## config.mk

```make
export PLATFORM = sky130hd
export DESIGN_NAME = clock_rate_monitor
export DESIGN_NICKNAME = d
export VERILOG_FILES = /design/src/rtl/clock_rate_monitor.sv
export SDC_FILE = /design/constraint.sdc
export NUM_CORES = 1
export LEC_CHECK = 0
export BUFFER_PORTS_ARGS = -buffer_cell sky130_fd_sc_hd__buf_2
export CAP_MARGIN = 5
export CORE_ASPECT_RATIO = 1.5
export CORE_MARGIN = 2
export CORE_UTILIZATION = 25
export DETAILED_ROUTE_END_ITERATION = 10
export PLACE_DENSITY = 0.52
export REMOVE_ABC_BUFFERS = 1
export SYNTH_ARGS = -nofsm -noshare
export SYNTH_HDL_FRONTEND = slang
export SYNTH_SLANG_ARGS = --single-unit
export TNS_END_PERCENT = 5
```

## constraint.sdc

```tcl
create_clock -name sclk -period 5.7 [get_ports sclk]
set_input_delay 0.57 -clock sclk [delete_from_list [all_inputs] [get_ports sclk]]
set_output_delay 0.57 -clock sclk [all_outputs]
set_load 0.01 [all_outputs]
```

## src/rtl/clock_rate_monitor.sv

```systemverilog
// Measures the rate of an asynchronous clock by counting its rising edges over a
// fixed window of sclk cycles, and tracks lock/fault status from successive windows.
module clock_rate_monitor #(
  parameter int WINDOW       = 1024,
  parameter int EXP_COUNT    = 256,
  parameter int TOL          = 2,
  parameter int LOCK_WINDOWS = 4,
  parameter int CNT_W        = 16
) (
  input  logic             sclk,
  input  logic             reset_n,
  input  logic             mon_clk,
  input  logic             enable,
  output logic [CNT_W-1:0] count,
  output logic             count_valid,
  output logic             locked,
  output logic             fault,
  output logic [1:0]       state
);

  localparam logic [1:0] ST_IDLE   = 2'd0;
  localparam logic [1:0] ST_ACQ    = 2'd1;
  localparam logic [1:0] ST_LOCKED = 2'd2;
  localparam logic [1:0] ST_FAULT  = 2'd3;

  localparam int WIN_W = $clog2(WINDOW);
  localparam int GC_W  = (LOCK_WINDOWS > 1) ? $clog2(LOCK_WINDOWS) : 1;
  localparam logic [WIN_W-1:0] WIN_LAST = WIN_W'(WINDOW - 1);
  localparam logic [GC_W-1:0]  GC_LAST  = GC_W'(LOCK_WINDOWS - 1);
  localparam logic [CNT_W-1:0] CNT_MAX  = '1;
  // Lower bound clamps at zero so a large tolerance cannot wrap around.
  localparam int LO = (EXP_COUNT > TOL) ? (EXP_COUNT - TOL) : 0;
  localparam int HI = EXP_COUNT + TOL;

  logic [2:0]       sync_q;
  logic [1:0]       state_q, state_d;
  logic [WIN_W-1:0] win_q, win_d;
  logic [CNT_W-1:0] edge_q, edge_d;
  logic [GC_W-1:0]  good_q, good_d;
  logic [CNT_W-1:0] count_q, count_d;
  logic             valid_q, valid_d;
  logic             locked_q, fault_q;

  logic             mon_rise;
  logic             terminal;
  logic [CNT_W-1:0] total;
  logic [31:0]      total_ext;
  logic             good;

  assign mon_rise  = sync_q[1] & ~sync_q[2];
  assign terminal  = (win_q == WIN_LAST);
  assign total     = (edge_q == CNT_MAX) ? CNT_MAX : edge_q + {{(CNT_W-1){1'b0}}, mon_rise};
  assign total_ext = 32'(total);
  assign good      = (total_ext >= 32'(LO)) && (total_ext <= 32'(HI));

  // count_valid is a single-cycle strobe with no back-pressure: count is
  // stable from the strobe cycle until the next strobe.
  always_comb begin
    state_d = state_q;
    win_d   = win_q;
    edge_d  = edge_q;
    good_d  = good_q;
    count_d = count_q;
    valid_d = 1'b0;
    if (!enable) begin
      state_d = ST_IDLE;
      win_d   = '0;
      edge_d  = '0;
      good_d  = '0;
    end else begin
      case (state_q)
        ST_IDLE: begin
          state_d = ST_ACQ;
          win_d   = '0;
          edge_d  = '0;
          good_d  = '0;
        end
        ST_ACQ, ST_LOCKED: begin
          if (terminal) begin
            win_d   = '0;
            edge_d  = '0;
            count_d = total;
            valid_d = 1'b1;
            if (state_q == ST_ACQ) begin
              if (!good) begin
                good_d = '0;
              end else if (good_q == GC_LAST) begin
                good_d  = '0;
                state_d = ST_LOCKED;
              end else begin
                good_d = good_q + 1'b1;
              end
            end else if (!good) begin
              state_d = ST_FAULT;
            end
          end else begin
            win_d  = win_q + 1'b1;
            edge_d = total;
          end
        end
        default: begin
          win_d  = '0;
          edge_d = '0;
          good_d = '0;
        end
      endcase
    end
  end

  always_ff @(posedge sclk) begin
    if (!reset_n) begin
      sync_q   <= '0;
      state_q  <= ST_IDLE;
      win_q    <= '0;
      edge_q   <= '0;
      good_q   <= '0;
      count_q  <= '0;
      valid_q  <= 1'b0;
      locked_q <= 1'b0;
      fault_q  <= 1'b0;
    end else begin
      sync_q   <= {sync_q[1:0], mon_clk};
      state_q  <= state_d;
      win_q    <= win_d;
      edge_q   <= edge_d;
      good_q   <= good_d;
      count_q  <= count_d;
      valid_q  <= valid_d;
      locked_q <= (state_d == ST_LOCKED);
      fault_q  <= (state_d == ST_FAULT);
    end
  end

  assign count       = count_q;
  assign count_valid = valid_q;
  assign locked      = locked_q;
  assign fault       = fault_q;
  assign state       = state_q;

endmodule

```

==> metrics.csv <==
stage,metric,value,unit
synthesis,commonest cells in the netlist,"dfxtp_1, nor2_1, nand2_1",
sta,max-slew headroom at the worst pin,31.0,%
cells_and_area,fraction of layout cells with a size suffix above 1,17.4,%
synthesis,Yosys reg bits,52,
worst_setup_path,crit-path leading delay family,simple AND/OR/NAND/NOR gates,
cells_and_area,Multi-input gate area,0.00142,mm2
floorplan,Initial Utilization,25.4,%
global_routing,Overall Global Routing Usage,10.5,%
clocking,# H-tree levels,2,
worst_hold_path,min-delay src,sync_q[0],
floorplan,I/O pins,25,
global_routing,largest net degree at the start of global routing,30,
sta,Fin Setup TNS,0,ps
sta,Pins Over Slew Limit,0,
drt,"antenna viol nets, final",0,
synthesis,post-synth top area share,40.8,%
worst_hold_path,worst hold stages,1,
power_and_ir_drop,PwrDens,253,mW/mm2
worst_setup_path,R2R depth,9,
clocking,number of post-CTS setup repair buffers,0,
cells_and_area,Final Cell Area,0.00293,mm2
clocking,Longest Clk Path Bufs,2,
synthesis,Yosys Warn Count,0,
placement,detailed placement HPWL,3810,um
synthesis,cell count after synthesis,294,
sta,final hold violations,0,
power_and_ir_drop,Worst VDD drop,0.125,mV
clocking,CTS tree,built,
floorplan,row cnt,45,
drt,final wirelength,5320,um
synthesis,ys async rst share,0,%
drt,DR WL/cell,12.4,um
drt,vias per cell,4.67,
clocking,CTS root buf,clkbuf_16,
cells_and_area,nets,321,
cells_and_area,Syn-to-layout area delta,15.1,%
worst_setup_path,RR Endpoint,fault,
drt,Iter 0 DRT Violations,72,
floorplan,Total Die Area,0.0110,mm2
synthesis,sequential area share after synthesis,40.8,%
power_and_ir_drop,Leakage,1.29,nW
worst_setup_path,Setup crit start kind,flip-flop,
synthesis,largest cells by area after synthesis,"dfxtp_1, nor2_1, o211a_1, nand2_1, xnor2_1",
worst_setup_path,cell-by-cell trace of the critical path,nor2b_1 -> ha_1 -> nand3_1 -> nor4_1 -> mux2i_1 -> or4b_4 -> o31a_2 -> o21ai_0 -> a221oi_1,
sta,highest clock rate,311,MHz
synthesis,Yosys top cell by area,dfxtp_1,
floorplan,Core Region,0.0100,mm2
global_routing,global-route wire length before repair,9240,um
cells_and_area,Fill cells,1115,
flow_run,max_cap viols,0,
global_routing,initial antenna violation count,0,
worst_setup_path,Crit-path slowest cell,or4b_4,
worst_hold_path,Tightest Hold Check Type,reg2reg,
synthesis,predominant post-synthesis flop cell,dfxtp_1,
sta,setup violators final,0,
synthesis,count of cell types in the netlist,53,
worst_setup_path,"Arr. time, crit path",3370,ps
clocking,# clock sinks,52,
global_routing,vias in the first global route,1944,
synthesis,"count leader, synth",dfxtp_1,
sta,measured slew at the worst slew-check pin,1030,ps
drt,routed vias,1997,
sta,Final period util,56.4,%
sta,final hold slack,448,ps
clocking,Post-CTS Hold Buffers,0,
worst_setup_path,crit-path max cell delay,530,ps
drt,drt first pass iters,4,
floorplan,Die W,86.4,um
sta,Clock Skew,4.57,ps
clocking,Resize count post-CTS,0,
drt,DR DRC count,0,
placement,Worst Setup Slack post-DPL,2490,ps
worst_setup_path,critical path endpoint category,flip-flop,
status,status,"finished, final reports clean",
floorplan,die height,128,um
synthesis,mapped cell area,0.00255,mm2
worst_setup_path,R2R setup slack,2480,ps
worst_setup_path,buffers and inverters on the worst path,0,
placement,Post-DP Area,0.00275,mm2
worst_setup_path,FF-to-FF Start,sync_q[1],
sta,unrepaired setup endpoints after global routing,false,
worst_setup_path,Critical Path Fanout Max,10,
clocking,worst-skew pair later-pin latency,290,ps
clocking,"CTS clk-pin slew, worst paths",70,ps
synthesis,Avg Inst Size Synth,8.67,um2
worst_setup_path,WP data required,5860,ps
sta,min cycle time layout,3220,ps
sta,Setup WS post-layout,2480,ps
worst_setup_path,WS Path Type,reg2reg,
placement,GPL Wtd Cong,0.759,
cells_and_area,ANT cells,0,
placement,Port Buffers,24,
worst_hold_path,Hold EP,sync_q[1],
global_routing,global route total overflow,0,
synthesis,"EDFF count, synth",0,
cells_and_area,Register Area,0.00104,mm2
clocking,CTS Buf Count,5,
-- power by group --
| group | switching [mW] | total (mW) | internal, mW |
|---|---|---|---|
| Clock | 0.132 | 0.363 | 0.231 |
| Sequential | 0.00106 | 0.366 | 0.365 |
| Combinational | 0.00892 | 0.0138 | 0.00489 |
-- final cells by class --
| cell class | count | share of cell area (%) |
|---|---|---|
| Clock buffer | 7 | 5.20 |
| Clock inverter | 1 | 1.02 |
| Inverter | 7 | 0.896 |
| Multi-Input combinational cell | 220 | 48.3 |
| Sequential cell | 52 | 35.5 |
| Tap cell | 117 | 4.99 |
| Timing Repair Buffer | 24 | 4.10 |
-- worst max path at each step --
stage                   start  endpoint  slack, ps  cells past startpoint
detailed placement  sync_q[1]  state[0]       2490                      9
finish              sync_q[1]     fault       2480                      9
CTS                 sync_q[1]  state[0]       2470                      9
global placement    sync_q[1]     fault       2630                      9
floorplan           sync_q[1]     fault       2870                      9
global route        sync_q[1]     fault       2220                      9
-- cell families (layout without fill, tap and decap cells) --
logic type / Yosys count / after routing / synth area share [%]
compound gates: 48 / 48 / 14.5
xor+xnor: 18 / 18 / 6.19
fa+ha+maj: 7 / 7 / 3.44
buf+inv: 22 / 39 / 3.78
flops: 52 / 52 / 40.8
mux: 2 / 2 / 0.786
simple gates: 145 / 145 / 30.5
-- routing by layer --
layer	wire length, um	GRT usage [%]	vias up
li1	-	-	1042
met1	2370	12.1	926
met2	2720	18.6	24
met3	141	2.12	5
met4	91	4.41	0
met5	0	0	-
-- state kept, by name, summed over array words and instances, names as in the netlist --
register,count
count,16
count_valid,1
edge_q,16
fault,1
good_q,2
locked,1
state,2
sync_q,3
win_q,10
-- cell usage in the layout, fill, tap and decap left out, types with 3 or more instances in the layout --
cell       count
ha_1           7
dfxtp_1       52
xor2_1         7
o211a_1       13
nand2_1       33
o21ai_0       10
clkbuf_16      5
nor3_1         3
and2_1         7
or2_2          4
inv_1          7
buf_2         24
a21oi_1        9
nand3_1       10
nor2_1        50
nand4_1        4
and3_1         6
nor2b_1        5
xnor2_1       11
-- stage by stage --
stage / std cells / power, mW / util, %
3_3_place_gp: 420 / 0.388 / 27.4
2_1_floorplan: 279 / 0.381 / -
3_5_place_dp: 420 / 0.388 / 27.4
4_1_cts: 428 / 0.755 / 29.3
6_report: 428 / 0.742 / 29.3
5_1_grt: 428 / 0.774 / 29.3
(Power assumes the default switching activity.)
